===== src/rtl/avm_rr_arbiter.sv =====
// avm_rr_arbiter: two-requester round-robin arbiter in front of one Avalon-MM slave.
// The grant is locked for a whole transfer. Command and write data are muxed downstream.
// Read data and waitrequest are routed back only to the owner.
// Optional watchdog: define AVM_RR_ARBITER_TIMEOUT_EN to abort stalled transfers
// after TIMEOUT_CYCLES stalled cycles.
module avm_rr_arbiter #(
    parameter int ADDR_W         = 32,
    parameter int DATA_W         = 32,
    parameter int TIMEOUT_CYCLES = 1023
) (
    input  logic                clk_clk,
    input  logic                reset_reset_n,
    input  logic                r0_cs_i,
    input  logic [ADDR_W-1:0]   r0_address_i,
    input  logic                r0_read_i,
    input  logic                r0_write_i,
    input  logic [DATA_W-1:0]   r0_writedata_i,
    input  logic [DATA_W/8-1:0] r0_byteenable_i,
    output logic                r0_waitrequest_o,
    output logic [DATA_W-1:0]   r0_readdata_o,
    output logic                r0_err_o,
    input  logic                r1_cs_i,
    input  logic [ADDR_W-1:0]   r1_address_i,
    input  logic                r1_read_i,
    input  logic                r1_write_i,
    input  logic [DATA_W-1:0]   r1_writedata_i,
    input  logic [DATA_W/8-1:0] r1_byteenable_i,
    output logic                r1_waitrequest_o,
    output logic [DATA_W-1:0]   r1_readdata_o,
    output logic                r1_err_o,
    output logic                avm_cs_o,
    output logic [ADDR_W-1:0]   avm_address_o,
    output logic                avm_read_o,
    output logic                avm_write_o,
    output logic [DATA_W-1:0]   avm_writedata_o,
    output logic [DATA_W/8-1:0] avm_byteenable_o,
    input  logic                avm_waitrequest_i,
    input  logic [DATA_W-1:0]   avm_readdata_i,
    output logic [1:0]          grant_o
);

    typedef enum logic [1:0] {IDLE = 2'd0, OWN0 = 2'd1, OWN1 = 2'd2} state_t;

    state_t r_state, w_next;
    logic   r_last_owner, w_next_last;
    logic   w_req0, w_req1, w_own0, w_own1, w_own_req, w_done, w_timeout, w_drive;

    assign w_req0    = r0_cs_i & (r0_read_i | r0_write_i);
    assign w_req1    = r1_cs_i & (r1_read_i | r1_write_i);
    assign w_own0    = (r_state == OWN0);
    assign w_own1    = (r_state == OWN1);
    assign w_own_req = w_own1 ? w_req1 : w_req0;
    assign w_done    = w_own_req & ~avm_waitrequest_i;

`ifdef AVM_RR_ARBITER_TIMEOUT_EN
    localparam int CNT_W = $clog2(TIMEOUT_CYCLES + 1);

    logic [CNT_W-1:0] r_cnt;

    // Stall counter: cleared while idle (every grant starts from IDLE), counts stalled owned cycles
    always_ff @(posedge clk_clk or negedge reset_reset_n) begin
        if (!reset_reset_n)
            r_cnt <= '0;
        else if (r_state == IDLE)
            r_cnt <= '0;
        else if (avm_waitrequest_i)
            r_cnt <= r_cnt + 1'b1;
    end

    assign w_timeout = (w_own0 | w_own1) && (r_cnt == CNT_W'(TIMEOUT_CYCLES));
`else
    assign w_timeout = 1'b0;
`endif

    // State and fairness pointer registers
    always_ff @(posedge clk_clk or negedge reset_reset_n) begin
        if (!reset_reset_n) begin
            r_state      <= IDLE;
            r_last_owner <= 1'b1;
        end else begin
            r_state      <= w_next;
            r_last_owner <= w_next_last;
        end
    end

    // Next state: arbitrate only in IDLE; a dropped request leaves without moving the pointer
    always_comb begin
        w_next      = r_state;
        w_next_last = r_last_owner;
        case (r_state)
            IDLE: begin
                if (w_req0 & w_req1)
                    w_next = r_last_owner ? OWN0 : OWN1;
                else if (w_req0)
                    w_next = OWN0;
                else if (w_req1)
                    w_next = OWN1;
            end
            OWN0, OWN1: begin
                if (!w_own_req) begin
                    w_next = IDLE;
                end else if (w_done | w_timeout) begin
                    w_next      = IDLE;
                    w_next_last = w_own1;
                end
            end
            default: w_next = IDLE;
        endcase
    end

    // Downstream command mux; forced quiet when idle or on a watchdog abort
    assign w_drive          = (w_own0 | w_own1) & ~w_timeout;
    assign avm_cs_o         = w_drive & (w_own1 ? r1_cs_i : r0_cs_i);
    assign avm_read_o       = w_drive & (w_own1 ? r1_read_i : r0_read_i);
    assign avm_write_o      = w_drive & (w_own1 ? r1_write_i : r0_write_i);
    assign avm_address_o    = w_drive ? (w_own1 ? r1_address_i : r0_address_i) : '0;
    assign avm_writedata_o  = w_drive ? (w_own1 ? r1_writedata_i : r0_writedata_i) : '0;
    assign avm_byteenable_o = w_drive ? (w_own1 ? r1_byteenable_i : r0_byteenable_i) : '0;

    // Response routing: the non-owner is always stalled and sees zero data
    assign r0_waitrequest_o = w_own0 ? (avm_waitrequest_i & ~w_timeout) : 1'b1;
    assign r1_waitrequest_o = w_own1 ? (avm_waitrequest_i & ~w_timeout) : 1'b1;
    assign r0_readdata_o    = (w_own0 & ~w_timeout) ? avm_readdata_i : '0;
    assign r1_readdata_o    = (w_own1 & ~w_timeout) ? avm_readdata_i : '0;
    assign r0_err_o         = w_own0 & w_timeout;
    assign r1_err_o         = w_own1 & w_timeout;
    assign grant_o          = {w_own1, w_own0};

endmodule


===== config.mk =====
export PLATFORM = sky130hd
export DESIGN_NAME = avm_rr_arbiter
export DESIGN_NICKNAME = d
export VERILOG_FILES = /design/src/rtl/avm_rr_arbiter.sv
export SDC_FILE = /design/constraint.sdc
export NUM_CORES = 1
export LEC_CHECK = 0
export BUFFER_PORTS_ARGS = -buffer_cell sky130_fd_sc_hd__buf_2
export CORE_AREA = 2 2 124 126
export DETAILED_ROUTE_END_ITERATION = 8
export DIE_AREA = 0 0 126 128
export PLACE_DENSITY = 0.48
export SLEW_MARGIN = 20
export SYNTH_ARGS = -nofsm -noshare
export SYNTH_HDL_FRONTEND = slang
export SYNTH_SLANG_ARGS = --single-unit

===== constraint.sdc =====
create_clock -name clk_clk -period 4.2 [get_ports clk_clk]
set_input_delay 0.84 -clock clk_clk [delete_from_list [all_inputs] [get_ports clk_clk]]
set_output_delay 0.84 -clock clk_clk [all_outputs]
set_load 0.05 [all_outputs]

==> flow_summary.ini, run 1 <==
[setup_path]
cpPeakStageDelay_ps = 720
r2r-start = r_state[1]
cpLargestDelayFamily = adder cells
required_ps = 3360
reg2regPathDepth = 5
path_max_fanout = 38
critical_path_class = register to primary output
timing.rr.end = r_state[0]
critPathCaptureType = primary output
cp.arrival_ps = 2190
crit_chain = inv_1, ha_2, buf_4, nor2b_1, buf_2
cp_slowest_cell = ha_2
worst-path-buf-inv = 3
r2r_setup_slack_ps = 2130
cp-start-kind = register

[sta]
timing.final.crit_share_pct = 72.1
finalCriticalPeriod_ps = 3030
relSlewSlack_pct = 43.8
rsz0062_at_grt = no
tns_ps = 0
finClkSkew_ps = 0.412
worst_pin_slew_ps = 843
max_clock_freq_mhz = 330
setup_violations = 0
hold_viol = 0
slew_viol_final = 0

[clocking]
cts_tree = built
cts.clk_slew.worst_paths_ps = 30
ctsRootBufferMaster = clkbuf_16
numCtsBuffers = 3
h-tree-depth = 1
cts_setup_buffers = 0
cts.sinks = 3
cts_hold_buf = 0
cts_buffer_depth = 2
cts_resized = 0
clk_latency_ps = 220

[finish]
final_cells = 745
layout_common_cells = 315 x buf_2, 73 x mux2i_1, 71 x nor2b_1, 64 x and2_1
syn_to_final_growth_pct = 92.4
drive_gt1_share_pct = 58.9
diodes = 0
fin_nets = 738
layout_commonest_cell = buf_2

[place]
gp_congestion = 0.730
placedCellCount = 741
portBuffers = 315
dp_hpwl_um = 8150

[run]
cap_violations = 0

[floorplanning]
die_y_um = 128
die_x_um = 126
rows = 45
core-area_sq_mm = 0.0149
io_pins = 318
dieArea_sq_mm = 0.0161
start_util_pct = 13.1

[routing]
drtPass1Iterations = 4
drtIter0Drc = 35
via_per_inst = 3.77
wirelength_um = 9430
ant_nets = 0
routedWlPerCell_um = 12.7
vias = 2806
drc = 0

[grt]
grt_pass1_vias = 2633
grt_util_all_layers_pct = 10.5
antenna_found_initial = 0
grt_max_degree = 45
grt_pass1_wl_um = 13500
overflow = 0

[yosys]
synth_cell_type_count = 21
ys_warn_count = 0
synth_seq_cells = 3
synthCells = 260
syn-cell-area_sq_mm = 0.00195
seq_area_frac_synth_pct = 3.91
synth_area_per_cell_sq_um = 7.51

[min_path]
min_path_type = primary input to async pin

[outcome]
status = finished, final reports clean
## state kept, by name, summed over array words and instances (netlist names)
| signal | flops |
|---|---|
| r_state | 2 |
| r_last_owner | 1 |
## metrics by stage
stage	hold slack (ps)	area (sq um)	util (%)	setup WS (ps)
global route	403	3750	25.3	949
CTS	405	3750	25.3	1080
finish	406	3750	25.3	1170
floorplan	459	1960	-	1480
global placement	476	3680	24.7	1380
detailed placement	477	3680	24.7	1340
## worst register-to-register path: stages (launching register included)
cell,delay [ps]
dfrtp_1,380
inv_1,90
ha_2,720
buf_4,300
a31oi_2,130
mux2_1,330
## metal layers
metal  share of wire (%)  track usage [%]  vias to the layer above
met5                   0                0                        -
met4                0.94             3.10                        0
met3                 9.5             2.13                        2
met2                  54             21.1                      188
met1                  36             10.8                     1181
li1                    -                -                     1435
## worst max-delay path by stage
stage | start | endpoint | slack, ps | cells past startpoint
floorplan | r_state[0] | avm_address_o[0] | 1480 | 5
global placement | r_state[0] | avm_byteenable_o[0] | 1380 | 6
detailed placement | r_state[1] | avm_address_o[18] | 1340 | 5
CTS | r_state[1] | avm_address_o[18] | 1080 | 5
global route | r_state[1] | avm_address_o[18] | 950 | 5
finish | r_state[1] | avm_address_o[18] | 1170 | 5
## cell usage after synthesis (all sizes together)
library cell / n / share of area [%]
dfrtp: 2 / 2.6
o21bai: 1 / 0.38
and2: 64 / 21
a31oi: 1 / 0.64
and3: 1 / 0.32
clkbuf: 14 / 2.7
nor2b: 71 / 23
mux2i: 73 / 37
buf: 13 / 4.9
nor2: 2 / 0.38
ha: 3 / 1.9
conb: 1 / 0.19
nand2: 2 / 0.38
o21ai: 4 / 1.4
nand2b: 3 / 0.96
mux2: 1 / 0.58
inv: 3 / 0.58
dfstp: 1 / 1.3
## area by class of cell
type | instances | area [sq um]
inverters | 3 | 11.3
clock buffers | 4 | 78.8
well taps | 188 | 235
flip-flops and latches | 3 | 76.3
multi-input cells | 228 | 1730
fillers | 1680 | 11100
repair buffers | 319 | 1620
## cells by family (layout without fill, tap and decap cells)
logic type	after synthesis	in the layout	synth area share (%)
buffers and inverters	30	326	8.20
muxes	74	74	38.0
and+or+nand+nor	143	143	45.3
AOI/OAI and AO/OA	6	6	2.44
DFF	3	3	3.91
other	1	2	0.192
adders and majority gates	3	3	1.92
Power of run 1 is left out: the tool's default activity adds up to more than one toggle a clock period on the data nets, which glitch-free logic cannot reach.
==> run 2: changes to the inputs <==
--- a/config.mk
+++ b/config.mk
@@ -5,10 +5,11 @@
 export SDC_FILE = /design/constraint.sdc
 export NUM_CORES = 1
 export LEC_CHECK = 0
+export ABC_AREA = 1
 export BUFFER_PORTS_ARGS = -buffer_cell sky130_fd_sc_hd__buf_2
-export CORE_AREA = 2 2 124 126
+export CORE_AREA = 2 2 125 127
 export DETAILED_ROUTE_END_ITERATION = 8
-export DIE_AREA = 0 0 126 128
+export DIE_AREA = 0 0 127 129
 export PLACE_DENSITY = 0.48
 export SLEW_MARGIN = 20
 export SYNTH_ARGS = -nofsm -noshare
==> constraint.sdc (replaced) <==
create_clock -name clk_clk -period 2.6 [get_ports clk_clk]
set_input_delay 0.52 -clock clk_clk [delete_from_list [all_inputs] [get_ports clk_clk]]
set_output_delay 0.52 -clock clk_clk [all_outputs]
set_load 0.05 [all_outputs]
==> flow_summary.ini, run 2 <==
[setup_path]
path_max_fanout = 58
r2r_setup_slack_ps = 880
critical_path_class = register to primary output
reg2regPathDepth = 10
crit_end = avm_read_o
cp.arrival_ps = 1930
critPathLaunch = r_state[0]
critPathCaptureType = primary output
required_ps = 2080
timing.rr.end = r_state[1]
r2r-start = r_state[0]
cp-start-kind = register

[finish]
layout_commonest_cell = buf_2
syn_to_final_growth_pct = 96.4
largest_reg_flops = 2
reg_top3 = r_state (2), r_last_owner (1)
regMostFlops = r_state
fin_nets = 895
layout_common_cells = 315 x buf_2, 139 x nor2_1, 78 x nand2_1, 75 x inv_1, 67 x o21ai_0
drive_gt1_share_pct = 46.9

[floorplanning]
dieArea_sq_mm = 0.0164
start_util_pct = 12.5
core-area_sq_mm = 0.0150
die_y_um = 129
die_x_um = 127
io_pins = 318
rows = 45

[yosys]
synth_cell_type_count = 21
synth_seq_cells = 3
yosys-top-cells-area = nor2_1 28%, o21ai_0 18%, nand2_1 16%
synth_edf_count = 0
synth_most_common_cell = nor2_1
ys_warn_count = 0
syn-cell-area_sq_mm = 0.00188
seq_area_frac_synth_pct = 4.07
synthTopCellsByCount = 139 x nor2_1, 78 x nand2_1, 75 x inv_1
synthCells = 421
synth_area_per_cell_sq_um = 4.46
yosys.area.top_type_share_pct = 27.8
synthArstFlopShare_pct = 100
synth_flop_cell = dfrtp_1
synth_top_area_cell = nor2_1

[routing]
wl_met1_um = 4210
vias = 3440
routed-wl-met3_um = 891
routedWlPerCell_um = 11.5
wl_met2_um = 5140
wirelength_um = 10300
drc = 0
via_per_inst = 3.81
drtIter0Drc = 103
drtPass1Iterations = 4
routed.top_layer = met4
ant_nets = 0

[min_path]
min_path_type = primary input to async pin

[grt]
overflow = 0
grt_max_degree = 59
antenna_found_initial = 1
grt_pass1_wl_um = 14800
grt_pass1_vias = 3069
grt_util_all_layers_pct = 11.2

[clocking]
cts_tree = built
cts.clk_slew.worst_paths_ps = 30
numCtsBuffers = 3
cts_setup_buffers = 0
clk_latency_ps = 220
ctsRootBufferMaster = clkbuf_16
cts_buffer_depth = 2
cts.sinks = 3
h-tree-depth = 1

[sta]
timing.final.crit_share_pct = 94.1
hold_viol = 0
setup_violations = 0
tns_ps = 0
slew_viol_final = 0
finalCriticalPeriod_ps = 2450
rsz0062_at_grt = no
max_clock_freq_mhz = 409
finClkSkew_ps = 1.14

[place]
gp_congestion = 0.774
dp_hpwl_um = 8500
portBuffers = 315

[run]
cap_violations = 0

[outcome]
status = finished, final reports clean
==> run 2: cell type report <==
cell class	instances	area [sq um]
well taps	188	235
repair buffers	323	1690
flip-flops and latches	3	76.3
diodes	1	2.50
multi-input cells	308	1320
clock buffers	4	78.8
inverters	76	290
fillers	1774	11300
==> run 2: cells by family after synthesis <==
family	Yosys count	synth area share, %
AO/OA/AOI/OAI	75	20.0
adder cells (fa/ha/maj)	3	2.00
buffers and inverters	111	26.8
flip-flops	3	4.07
other	1	0.200
AND/OR/NAND/NOR	228	46.9
==> run 2: routing by layer <==
metal	track usage, %	vias up
met5	0	-
met2	21.2	188
met4	1.81	0
li1	-	1822
met1	13.2	1422
met3	2.20	8
==> run 2: stage by stage <==
step                      instances  util, %  setup WS, ps  hold WS [ps]  cell area [sq um]
final                           903     24.6           154          90.0               3690
after global routing            903     24.6          9.75          96.7               3690
after CTS                       902     24.6           103          94.4               3680
after detailed placement        898     24.1           342           326               3600
after global placement          898     24.1           388           324               3600
after floorplan                 422        -           261           224               1880
==> run 2: worst max-delay path: stages, from the launching register on <==
cell and delay, ps:
dfrtp_1 380, inv_1 130, ha_4 320, buf_12 280, o21ai_0 130, a21oi_1 160
buf_2 290
==> run 2: worst min path at each step <==
stage | from | to | slack (ps) | cells past startpoint
after floorplan | reset_reset_n | r_state[0] | 220 | 0
after global placement | reset_reset_n | r_state[1] | 320 | 1
after detailed placement | reset_reset_n | r_state[1] | 330 | 1
after CTS | reset_reset_n | r_state[0] | 90 | 1
after global routing | reset_reset_n | r_state[0] | 100 | 1
final | reset_reset_n | r_state[0] | 90 | 1
==> run 2: timing repair <==
item                                    CTS  global route
resized for setup                         0             1
hold buffers                              0             0
endpoints found under the setup margin    0             1
Power of run 2 is left out for the same reason.
==> run 3: changes to the inputs <==
--- a/config.mk
+++ b/config.mk
@@ -7,9 +7,9 @@
 export LEC_CHECK = 0
 export ABC_AREA = 1
 export BUFFER_PORTS_ARGS = -buffer_cell sky130_fd_sc_hd__buf_2
-export CORE_AREA = 2 2 125 127
+export CORE_AREA = 2 2 124 126
 export DETAILED_ROUTE_END_ITERATION = 8
-export DIE_AREA = 0 0 127 129
+export DIE_AREA = 0 0 126 128
 export PLACE_DENSITY = 0.48
 export SLEW_MARGIN = 20
 export SYNTH_ARGS = -nofsm -noshare
==> constraint.sdc (replaced) <==
create_clock -name clk_clk -period 2.5 [get_ports clk_clk]
set_input_delay 0.5 -clock clk_clk [delete_from_list [all_inputs] [get_ports clk_clk]]
set_output_delay 0.5 -clock clk_clk [all_outputs]
set_load 0.05 [all_outputs]
==> flow_summary.ini, run 3 (same netlist as run 2, synthesis figures left out) <==
[min_path]
min_path_type = primary input to async pin

[floorplanning]
die_y_um = 128
die_x_um = 126
rows = 45
core-area_sq_mm = 0.0149
io_pins = 318
start_util_pct = 12.6
dieArea_sq_mm = 0.0161

[routing]
routed-wl-met3_um = 982
ant_nets = 0
routed.top_layer = met4
routedWlPerCell_um = 11.4
drtPass1Iterations = 4
vias = 3438
drtIter0Drc = 85
wl_met2_um = 5180
via_per_inst = 3.79
wl_met1_um = 4030
drc = 0
wirelength_um = 10300

[sta]
finClkSkew_ps = 1.04
rsz0062_at_grt = no
hold_viol = 0
setup_violations = 0
timing.final.crit_share_pct = 93.2
slew_viol_final = 0
finalCriticalPeriod_ps = 2330
tns_ps = 0
max_clock_freq_mhz = 429

[setup_path]
cpPeakStageDelay_ps = 390
timing.rr.end = r_state[0]
r2r-start = r_state[0]
critical_path_class = register to primary output
crit_cells = 6
worst-path-buf-inv = 3
r2r_setup_slack_ps = 890
reg2regPathDepth = 8
cp.arrival_ps = 1830
cp_slowest_cell = dfrtp_1
cp-start-kind = register
crit_chain = inv_1, ha_2, buf_12, o21ai_0, nor2_1, buf_2
cpLargestDelayFamily = buffers and inverters
required_ps = 2000
critPathCaptureType = primary output
path_max_fanout = 48

[place]
gp_congestion = 0.775
portBuffers = 315
dp_hpwl_um = 8660

[grt]
overflow = 0
grt_pass1_wl_um = 15200
grt_max_degree = 49
antenna_found_initial = 1
grt_util_all_layers_pct = 11.6
grt_pass1_vias = 3098

[clocking]
cts_tree = built
cts_hold_buf = 0
h-tree-depth = 1
cts_setup_buffers = 0
cts.clk_slew.worst_paths_ps = 30
numCtsBuffers = 3
ctsRootBufferMaster = clkbuf_16
clk_latency_ps = 230
cts_resized = 0
cts_buffer_depth = 2
cts.sinks = 3

[finish]
reg_top3 = r_state (2), r_last_owner (1)
layout_commonest_cell = buf_2
regMostFlops = r_state
drive_gt1_share_pct = 47.2
diodes = 0
largest_reg_flops = 2
multi_input_area_sq_mm = 0.00132
nFillCells = 1760
syn_to_final_growth_pct = 97.9
seq_area_sq_um = 76.3
fin_nets = 899
layout_common_cells = 315 x buf_2, 139 x nor2_1, 78 x nand2_1, 75 x inv_1, 67 x o21ai_0

[outcome]
status = finished, final reports clean

[run]
cap_violations = 0
-- run 3: cell types whose count changed in the layout (fill, tap and decap cells not counted) --
cell,delta
buf_6,+1
inv_4,+1
diode_2,-1
buf_4,+3
inv_6,-1
-- run 3: per-stage QoR --
stage | instances | utilization (%) | hold slack, ps | worst slack (ps) | instance area [sq um]
global placement | 902 | 24.4 | 302 | 363 | 3630
finish | 906 | 25.0 | 67.2 | 170 | 3710
floorplan | 422 | - | 204 | 181 | 1880
CTS | 906 | 25.0 | 71.4 | 149 | 3710
detailed placement | 902 | 24.4 | 308 | 387 | 3630
global route | 906 | 25.0 | 68.8 | 6.98 | 3710
-- run 3: how the worst max path moves through the flow --
stage,slack [ps],from,endpoint
2_1_floorplan,180,r_state[0],avm_cs_o
3_3_place_gp,360,r_state[0],avm_writedata_o[18]
3_5_place_dp,390,r_state[1],avm_address_o[10]
4_1_cts,150,r_state[1],avm_address_o[10]
5_1_grt,7,r_state[0],avm_writedata_o[7]
6_report,170,r_state[1],avm_writedata_o[13]
-- run 3: area by class of cell --
| class | instances | area share (%) |
|---|---|---|
| Clock buffer | 4 | 2.12 |
| Inverter | 76 | 7.75 |
| Multi-Input combinational cell | 308 | 35.4 |
| Sequential cell | 3 | 2.05 |
| Tap cell | 188 | 6.33 |
| Timing Repair Buffer | 327 | 46.3 |
-- run 3: layer usage --
| metal | global-route usage (%) | vias up |
|---|---|---|
| met4 | 2.65 | 0 |
| met2 | 21.9 | 188 |
| li1 | - | 1832 |
| met1 | 13.3 | 1411 |
| met3 | 2.25 | 7 |
| met5 | 0 | - |
Power of run 3 is left out for the same reason.
